File: src/rtl/traffic_timer_pkg.sv
// Shared traffic-light definitions: timer FSM states and interval codes used by
// the light FSM, the interval timer and the time-parameter block.
package traffic_timer_pkg;

    typedef enum logic [2:0] {
        IDLE = 3'd0,
        REQ  = 3'd1,
        LOAD = 3'd2,
        RUN  = 3'd3,
        DONE = 3'd4
    } state_t;

    typedef enum logic [1:0] {
        IV_BASE = 2'b00,
        IV_EXT  = 2'b01,
        IV_YEL  = 2'b10,
        IV_RSVD = 2'b11
    } interval_t;

endpackage

File: src/rtl/traffic_timer_tick_gen.sv
// One-second prescaler: counts 0..CLK_PER_SEC-1 while enabled and flags the
// last count as a tick, wrapping to zero on it.
module tick_gen #(
    parameter int CLK_PER_SEC = 10
) (
    input  logic clk,
    input  logic Reset,
    input  logic clear,
    input  logic enable,
    output logic tick
);

    localparam int PW = $clog2(CLK_PER_SEC);
    localparam logic [PW-1:0] LAST = PW'(CLK_PER_SEC - 1);

    logic [PW-1:0] cnt;

    assign tick = enable && (cnt == LAST);

    always_ff @(posedge clk) begin
        if (Reset || clear)
            cnt <= '0;
        else if (enable)
            cnt <= tick ? '0 : cnt + PW'(1);
    end

endmodule

File: src/rtl/traffic_timer.sv
// Interval timer for the traffic-light controller: requests a duration from the
// time-parameter block, counts it down in seconds and pulses expired at the end.
module traffic_timer
    import traffic_timer_pkg::*;
#(
    parameter int CLK_PER_SEC = 10
) (
    input  logic       clk,
    input  logic       Reset,
    input  logic       start_timer,
    input  logic [1:0] interval_in,
    output logic [1:0] interval,
    input  logic [3:0] value,
    output logic       busy,
    output logic       expired,
    output logic [3:0] remaining
);

    state_t state, state_nx;
    logic   tick;
    logic   run_en;
    logic   pre_clear;

    assign run_en    = (state == RUN);
    // Restarts and every non-RUN state keep the prescaler parked at zero.
    assign pre_clear = start_timer || !run_en;

    tick_gen #(.CLK_PER_SEC(CLK_PER_SEC)) u_tick_gen (
        .clk    (clk),
        .Reset  (Reset),
        .clear  (pre_clear),
        .enable (run_en),
        .tick   (tick)
    );

    always_ff @(posedge clk) begin
        if (Reset)
            state <= IDLE;
        else
            state <= state_nx;
    end

    always_comb begin
        state_nx = state;
        busy     = (state != IDLE);
        expired  = (state == DONE);
        case (state)
            IDLE: state_nx = IDLE;
            REQ:  state_nx = LOAD;
            LOAD: state_nx = (value != 4'd0) ? RUN : DONE;
            RUN:  if (tick && remaining == 4'd1) state_nx = DONE;
            DONE: state_nx = IDLE;
            default: state_nx = IDLE;
        endcase
        // A start request restarts the sequence from any state, DONE included.
        if (start_timer)
            state_nx = REQ;
    end

    always_ff @(posedge clk) begin
        if (Reset)
            interval <= IV_BASE;
        else if (start_timer)
            interval <= interval_in;
    end

    always_ff @(posedge clk) begin
        if (Reset)
            remaining <= 4'd0;
        else if (!start_timer) begin
            if (state == LOAD)
                remaining <= value;
            else if (run_en && tick && remaining != 4'd0)
                remaining <= remaining - 4'd1;
        end
    end

endmodule

File: config.mk
export PLATFORM = sky130hd
export DESIGN_NAME = traffic_timer
export DESIGN_NICKNAME = d
export VERILOG_FILES = /design/src/rtl/traffic_timer_pkg.sv /design/src/rtl/traffic_timer_tick_gen.sv /design/src/rtl/traffic_timer.sv
export SDC_FILE = /design/constraint.sdc
export NUM_CORES = 1
export LEC_CHECK = 0
export BUFFER_PORTS_ARGS = -buffer_cell sky130_fd_sc_hd__buf_2
export CAP_MARGIN = 40
export CORE_MARGIN = 5
export CORE_UTILIZATION = 50
export DETAILED_ROUTE_END_ITERATION = 16
export GPL_TIMING_DRIVEN = 0
export PLACE_DENSITY = 0.81
export SLEW_MARGIN = 20
export SYNTH_ARGS = -nofsm -noshare
export SYNTH_HDL_FRONTEND = slang
export SYNTH_SLANG_ARGS = --single-unit
File: constraint.sdc
create_clock -name clk -period 3.64 [get_ports clk]
set_clock_uncertainty 0.15 [all_clocks]
set_input_delay 0.364 -clock clk [delete_from_list [all_inputs] [get_ports clk]]
set_output_delay 0.364 -clock clk [all_outputs]
set_load 0.01 [all_outputs]
# ---- Word-level counts from Yosys, hierarchy flattened
# Cells that the tools add are included.
dict set report totals {
  register_bits 13
  latch_bits 0
  ram_bits 0
  mem_bits_ro 0
  in_bits 9
  out_inout_bits 8
  elab_cells 36
  n_memories 0
}
dict set report classes {
  addsub 2
  mul 0
  div 0
  magnitude_cmp 0
  eq_ne 8
  shifts 0
  n_mux 7
  bitwise_logic 1
  reduce_logical 13
}
# operator n
set op_table {}
lappend op_table {{4-bit 2-to-1 mux} 3}
lappend op_table {{3-bit one-hot mux with 3 select lines} 1}
lappend op_table {{4-bit nonzero test} 2}
lappend op_table {{3-bit by 2-bit == test with 1-bit output, second input constant} 2}
lappend op_table {{3-bit 2-to-1 mux} 2}
lappend op_table {{4-bit by 1-bit adder with 4-bit output, second input constant} 1}
lappend op_table {{4-bit by 1-bit == test with 1-bit output, second input constant} 1}
lappend op_table {{4-bit == test, second input constant} 1}
lappend op_table {{1-bit logical AND} 4}
lappend op_table {{4-bit by 1-bit subtractor with 4-bit output, second input constant} 1}
lappend op_table {{3-bit by 1-bit == test with 1-bit output, second input constant} 1}
lappend op_table {{3-bit == test, second input constant} 1}
lappend op_table {{3-bit by 2-bit != test with 1-bit output, second input constant} 1}
lappend op_table {{3-bit nonzero test} 1}
lappend op_table {{1-bit logical OR} 2}
lappend op_table {{2-bit by 1-bit != test with 1-bit output, second input constant} 1}
lappend op_table {{2-bit AND reduction} 1}
lappend op_table {{2-bit nonzero test} 1}
lappend op_table {{2-bit OR reduction} 1}
lappend op_table {{1-bit logical NOT} 1}
lappend op_table {{1-bit 2-to-1 mux} 1}
lappend op_table {{1-bit inverter} 1}

# ---- Logic depth before layout (Yosys ltp)
# Gate-level depths: netlist (run 1).
dict set report depth {
  ltp_word 6
  depth_mapped 5
  mapped_depth_nobuf 5
}

# ---- Hierarchy
# A second synthesis (run 1) with hierarchy kept.
dict set report unflattened {
  cells_unflattened 80
  hier_area_um2 730.7
}
# module instances cells_per_inst area_per_inst_um2 seq_area_each_um2
set modules_own_cells {}
lappend modules_own_cells {traffic_timer 1 57 529.3 180.2}
lappend modules_own_cells {tick_gen 1 23 201.4 80.1}

# ---- Worst setup path before layout (run 1)
# Ideal clock, no wire load.
dict set report synth_timing {
  kind {register to register}
  startpoint {reg remaining[0]}
  endpoint {reg remaining[0]}
  setup_time_ns 0.074
  t_arrival_ns 1.490
  required_ns 3.416
  setup_slack_ns 1.926
  path_stages_with_launch 6
  path_buffers 0
  period_less_slack_ns 1.714
  path_cell_list {dfxtp_1 inv_1 ha_1 nor3b_1 or4_1 a31oi_1}
}
dict set report synth_via {
  elab_chain_len 4
  word_cells_on_any_way 7
  cone_classes {add/sub (1); mux (2); reduce/logical (4)}
}
# item line
set synth_rtl {}
lappend synth_rtl {{start, declared} traffic_timer.sv:16} ;# output logic [3:0] remaining
lappend synth_rtl {{start signal, assigned} traffic_timer.sv:72} ;# remaining <= value;
lappend synth_rtl {{start signal, assigned} traffic_timer.sv:74} ;# remaining <= remaining - 4'd1;
lappend synth_rtl {{branches (longest 4 deep; another with 4-bit by 1-bit subtractor with 4-bit output)} -}
# Several ways; the timed one is not identified. The select of a mux whose other input is x is not followed.
# A chain may end at the register's enable or synchronous reset.

# ---- Worst setup path after layout (run 1)
dict set report layout_timing {
  startpoint {reg state[0]}
  endpoint {out busy}
}
dict set report layout_via {
  elab_chain_len 1
}
# item line
set layout_rtl {}
lappend layout_rtl {{start, declared} traffic_timer.sv:19} ;# state_t state, state_nx;
lappend layout_rtl {{start signal, assigned} traffic_timer.sv:40} ;# state <= state_nx;
lappend layout_rtl {{3-bit nonzero test} traffic_timer.sv:45} ;# busy = (state != IDLE);
lappend layout_rtl {{end, declared} traffic_timer.sv:14} ;# output logic busy,
# No other way between the ends.

==> impl_metrics.env, run 1 <==
export IMPL_status="complete, no violations"
export IMPL_p_leak_nw=0.352
export IMPL_first_global_vias=646
export IMPL_critPathKind="reg -> out"
export IMPL_p_switching_mw=0.0702
export IMPL_grt_remaining_overflow=0
export IMPL_synth_area_top_cells="dfxtp_1, mux2i_1, ha_1"
export IMPL_final_net_count=117
export IMPL_synth_avg_cell_area_um2=8.92
export IMPL_synth_simple_area_share=0.307
export IMPL_post_cts_setup_buffers=0
export IMPL_final_setup_tns_ns=0
export IMPL_cts_tree="yes"
export IMPL_grt_max_degree=11
export IMPL_synth_xor_area_frac=0.0234
export IMPL_via_count=659
export IMPL_synth_top_family_by_area="simple AND/OR/NAND/NOR gates"
export IMPL_clockBufferDepth=2
export IMPL_clk_pin_slew_ns=0.08
export IMPL_gr_usage_met1=0.170
export IMPL_netlist_instances=84
export IMPL_startpoint="state[0]"
export IMPL_core_area_um2=1470
export IMPL_crit_path_end_kind="output pin"
export IMPL_synth_adder_area_share=0.0668
export IMPL_ys_flop_type="dfxtp_1"
export IMPL_grt_pass1_wl_um=2770
export IMPL_drtIter0Drc=7
export IMPL_ys_ff_latch=13
export IMPL_multi_input_area_um2=450
export IMPL_netSwitchingFraction=0.254
export IMPL_synthesis_area_um2=749
export IMPL_r2r_end="remaining[0]"
export IMPL_crit_required_ns=3.13
export IMPL_synth_warnings=0
export IMPL_muxShareOfSynthArea=0.0801
export IMPL_synth_edf_count=0
export IMPL_place_hpwl_um=1240
export IMPL_finalWirelength_um=1580
export IMPL_cts_hold_buf=0
export IMPL_finalCritPeriodShare=0.559
export IMPL_path_max_fanout=10
export IMPL_cts_resized=0
export IMPL_syn2layout_area_growth_pct=16.2
export IMPL_fp_dieArea_um2=2370
export IMPL_r2r_start="remaining[0]"
export IMPL_antenna_found_initial=0
export IMPL_seq_area_frac_synth=0.347
export IMPL_reg2reg_depth=5
export IMPL_io_buffers=15
export IMPL_dieHeight_um=48.7
export IMPL_first_pass_iters=4
export IMPL_final_max_slew_violation_count=0
export IMPL_insertion_delay_ns=0.27
export IMPL_place_congestion=0.825
export IMPL_dpl_instance_area_um2=845
export IMPL_register_area_um2=260
export IMPL_arrival_ns=1.52
export IMPL_grt_util_met3=0.0429
export IMPL_synth_top_cell_by_area="dfxtp_1"
export IMPL_row_count=14
export IMPL_worstSetupStartpointType="flop"
export IMPL_dp_cells=115
export IMPL_pin_count=17
export IMPL_stdcell_count=119
export IMPL_reg2reg_setup_slack_ns=1.85
export IMPL_ys_types=32
export IMPL_clockRootBuffer="clkbuf_4"
export IMPL_min_period_ns=2.03
export IMPL_min_path_type="in -> reg"
export IMPL_pwr_share_comb=0.131
export IMPL_htreeDepth=1
export IMPL_final_layout_size_suffix_gt1_frac=0.214
export IMPL_ir_drop_mv=0.242
export IMPL_synth_compound_area_share=0.124
export IMPL_cts_made_buffers=3
export IMPL_syn_nets=97
export IMPL_final_cell_area_um2=871
export IMPL_seqPwrFrac=0.544
export IMPL_rsz0062_at_grt="no"
export IMPL_synth_top_area_frac=0.347
export IMPL_finalSetupViolCount=0
export IMPL_cts_sinks=13
export IMPL_start_util=0.509
export IMPL_power_density_nw_per_um2=317
export IMPL_fmax_mhz=492
export IMPL_nFillCells=142
export IMPL_slew_headroom=0.571
export IMPL_avgViaCountPerCell=5.54
export IMPL_tightest_slew_ns=0.635
export IMPL_diodes=0
export IMPL_grt_use_total=0.146
export IMPL_grt_busiest_layer="met2"
export IMPL_max_cap_violations=0
export IMPL_wire_per_inst_um=13.3
export IMPL_whs_ns=0.170
export IMPL_die_w_um=48.7
export IMPL_ant_nets=0
export IMPL_internal_power_mw=0.206
export IMPL_endpoint="busy"
export IMPL_finalHoldViolCount=0
export IMPL_synth_async_sr_flop_share=0
export IMPL_met2_usage=0.243
export IMPL_power_frac_clock=0.324
export IMPL_drc=0
cell families (layout without fill, tap and decap cells):
logic type	after synthesis	in the layout
muxes	6	6
buffers and inverters	9	28
xor gates and xnor gates	2	2
adders and majority gates	4	4
DFF	13	13
and+or+nand+nor	38	38
AOI/OAI and AO/OA	12	12
Yosys cell counts (all sizes together), types with 2 or more instances:
| master | n |
|---|---|
| inv | 6 |
| nor3b | 5 |
| a31oi | 2 |
| nor2 | 10 |
| o32ai | 2 |
| nor4b | 3 |
| mux2i | 6 |
| clkbuf | 2 |
| nor4 | 2 |
| o211ai | 4 |
| dfxtp | 13 |
| ha | 4 |
| nor2b | 2 |
| nand2 | 4 |
| or3 | 2 |
| nand3b | 2 |
| nand3 | 2 |
cell usage in the layout, fill, tap and decap left out, drive strengths merged, types with 3 or more instances in the layout:
cell type  Yosys  layout
buf            1      16
clkbuf         2       6
dfxtp         13      13
ha             4       4
inv            6       6
mux2i          6       6
nand2          4       4
nor2          10      10
nor3b          5       5
nor4b          3       3
o211ai         4       4
stage by stage:
step	util	power, mW	setup slack [ns]
6_report	0.592	0.276	1.61
5_1_grt	0.592	0.295	1.52
4_1_cts	0.592	0.280	1.60
3_5_place_dp	0.574	0.190	1.83
3_3_place_gp	0.574	0.189	1.85
2_1_floorplan	-	0.177	1.93
flip-flops by register name, indices dropped and copies added, names as in the netlist:
signal,cells
interval,2
remaining,4
state,3
u_tick_gen.cnt,4
layout make-up:
cell class / instances / share of cell area
Multi-Input combinational cell: 62 / 0.517
Sequential cell: 13 / 0.299
Timing Repair Buffer: 15 / 0.0862
Clock buffer: 4 / 0.0302
Inverter: 6 / 0.0259
Tap cell: 16 / 0.0230
Buffer: 3 / 0.0187
worst max-delay path, stage by stage (launching register included):
cell and delay (ns):
dfxtp_1 0.36, clkbuf_1 0.23, or3_2 0.51, buf_2 0.15
worst min path at each step:
stage / from / end / cells after the start
floorplan: Reset / remaining[0] / 1
global placement: u_tick_gen.cnt[0] / u_tick_gen.cnt[0] / 1
detailed placement: u_tick_gen.cnt[0] / u_tick_gen.cnt[0] / 1
CTS: Reset / remaining[0] / 2
global route: Reset / remaining[0] / 2
finish: Reset / remaining[0] / 2
metal layers:
metal,vias up,share of wire
met3,4,0.032
met5,-,0
met2,9,0.52
met4,0,0.015
li1,346,-
met1,300,0.43
power groups by stage:
stage / clock (mW) / sequential, mW / combinational [mW]
floorplan: 0 / 0.154 / 0.0228
global placement: 0 / 0.154 / 0.0352
detailed placement: 0 / 0.154 / 0.0364
CTS: 0.0936 / 0.150 / 0.0365
global route: 0.103 / 0.151 / 0.0407
finish: 0.0895 / 0.150 / 0.0363
No activity file was read; power rests on OpenSTA's default activity.
==> inputs of run 2 (changes only) <==
CORE_UTILIZATION = 46   (was 50)
PLACE_DENSITY = 0.78   (was 0.81)
clock period = 1.8 ns   (was 3.64 ns; I/O delays follow)
==> run 2 against run 1 <==
Net effect: cell count grew 0.84%; combinational power grew 110%; first-iteration DRC count grew 43%.
==> impl_metrics.env, run 2 (synthesis gave the netlist of run 1 again) <==
export IMPL_seqPwrFrac=0.546
export IMPL_grt_max_degree=16
export IMPL_r2r_start="remaining[0]"
export IMPL_wire_per_inst_um=14.7
export IMPL_final_core_util=0.591
export IMPL_fp_dieArea_um2=2540
export IMPL_power_total_mw=0.563
export IMPL_drc=0
export IMPL_min_path_type="in -> reg"
export IMPL_met2_usage=0.259
export IMPL_grt_use_total=0.153
export IMPL_cts_sinks=13
export IMPL_finalSetupViolCount=0
export IMPL_ant_nets=0
export IMPL_worstSetupStartpointType="flop"
export IMPL_pwr_share_comb=0.134
export IMPL_finalWirelength_um=1770
export IMPL_place_congestion=0.808
export IMPL_via_count=698
export IMPL_start_util=0.492
export IMPL_stdcell_count=120
export IMPL_p_switching_mw=0.144
export IMPL_max_cap_violations=0
export IMPL_crit_path_end_kind="flop"
export IMPL_grt_pass1_wl_um=3000
export IMPL_tightest_slew_ns=0.444
export IMPL_grt_busiest_layer="met2"
export IMPL_rsz0062_at_grt="yes"
export IMPL_final_setup_tns_ns=0
export IMPL_htreeDepth=1
export IMPL_p_leak_nw=0.361
export IMPL_critPathKind="reg -> reg"
export IMPL_antenna_found_initial=0
export IMPL_crit_required_ns=1.85
export IMPL_power_frac_clock=0.320
export IMPL_die_w_um=50.4
export IMPL_io_buffers=15
export IMPL_finalHoldViolCount=0
export IMPL_min_from="interval_in[1]"
export IMPL_fmax_mhz=567
export IMPL_path_cells="inv_1 -> ha_1 -> nor3b_1 -> or4_1 -> a31oi_1"
export IMPL_clockBufferDepth=2
export IMPL_min_period_ns=1.76
export IMPL_row_count=14
export IMPL_slew_headroom=0.703
export IMPL_status="complete, no violations"
export IMPL_post_cts_setup_buffers=0
export IMPL_netSwitchingFraction=0.256
export IMPL_diodes=0
export IMPL_grt_remaining_overflow=0
export IMPL_clk_pin_slew_ns=0.08
export IMPL_critPathMaxStageDelay_ns=0.52
export IMPL_final_layout_size_suffix_gt1_frac=0.250
export IMPL_insertion_delay_ns=0.28
export IMPL_min_path_cells=3
export IMPL_gr_usage_met1=0.165
export IMPL_cp_slowest_cell="or4_1"
export IMPL_core_area_um2=1520
export IMPL_reg2reg_setup_slack_ns=0.04
export IMPL_layout_common_cells="buf_2, nor2_1, dfxtp_1, inv_1, mux2i_1"
export IMPL_path_max_fanout=8
export IMPL_power_density_nw_per_um2=625
export IMPL_clockRootBuffer="clkbuf_4"
export IMPL_final_common_cell="buf_2"
export IMPL_first_pass_iters=4
export IMPL_hold_end="interval[1]"
export IMPL_pin_count=17
export IMPL_internal_power_mw=0.419
export IMPL_final_cell_area_um2=901
export IMPL_dp_cells=115
export IMPL_dieHeight_um=50.4
export IMPL_dpl_instance_area_um2=845
export IMPL_final_max_slew_violation_count=0
export IMPL_drtIter0Drc=10
export IMPL_ir_drop_mv=0.396
export IMPL_syn2layout_area_growth_pct=20.2
export IMPL_cts_made_buffers=3
export IMPL_cts_tree="yes"
export IMPL_grt_util_met3=0.0621
export IMPL_finalCritPeriodShare=0.980
export IMPL_r2r_end="remaining[0]"
export IMPL_first_global_vias=687
export IMPL_place_hpwl_um=1360
export IMPL_avgViaCountPerCell=5.82
export IMPL_reg2reg_depth=5
export IMPL_reg_largest_list="remaining: 4 flops, u_tick_gen.cnt: 4 flops, state: 3 flops"
export IMPL_final_net_count=118
export IMPL_arrival_ns=1.82
-- run 2: through the flow --
step / worst slack [ns] / hold slack, ns
CTS: 0.0397 / 0.0128
global route: -0.0465 / 0.0481
finish: 0.0360 / 0.0129
detailed placement: -0.0194 / 0.283
global placement: 0.0371 / 0.273
floorplan: 0.0859 / 0.0994
-- run 2: layout make-up --
type,instances,area [µm²]
Fill cell,143,623
Buffer,2,12.5
Inverter,6,22.5
Multi-Input combinational cell,62,458
Timing Repair Buffer,17,95.1
Clock buffer,4,26.3
Sequential cell,13,267
Tap cell,16,20.0
-- run 2: worst max-delay path, delay by kind of cell (launching register included) --
| kind | cells | cell delay (ns) |
|---|---|---|
| and+or+nand+nor | 2 | 0.69 |
| AOI/OAI and AO/OA | 1 | 0.16 |
| buffers and inverters | 1 | 0.05 |
| adders and majority gates | 1 | 0.25 |
| DFF | 1 | 0.39 |
-- run 2: power groups by stage --
stage	clock, mW	combinational (mW)	sequential (mW)
final	0.180	0.0752	0.307
after detailed placement	0	0.0748	0.312
after floorplan	0	0.0460	0.311
after global placement	0	0.0728	0.311
after CTS	0.185	0.0740	0.308
after global routing	0.202	0.0852	0.309
-- run 2: per-layer routing --
layer  vias up  share of wire
li1        348              -
met1       332           0.41
met2        14           0.53
met3         4          0.043
met4         0          0.017
met5         -              0
-- run 2: worst max path at each step --
stage,from,end,slack (ns),cells after the start
floorplan,remaining[0],remaining[0],0.09,5
finish,remaining[0],remaining[0],0.04,5
CTS,state[2],u_tick_gen.cnt[2],0.04,4
global placement,remaining[0],remaining[0],0.04,5
global route,remaining[0],remaining[0],-0.05,5
detailed placement,remaining[0],remaining[0],-0.02,5
-- run 2: what timing repair did --
| item | CTS | global route |
|---|---|---|
| gates cloned | 0 | 0 |
| resized for setup | 1 | 5 |
| endpoints found under the hold margin | 3 | 0 |
| hold buffers | 2 | 0 |
| endpoints found under the setup margin | 2 | 8 |
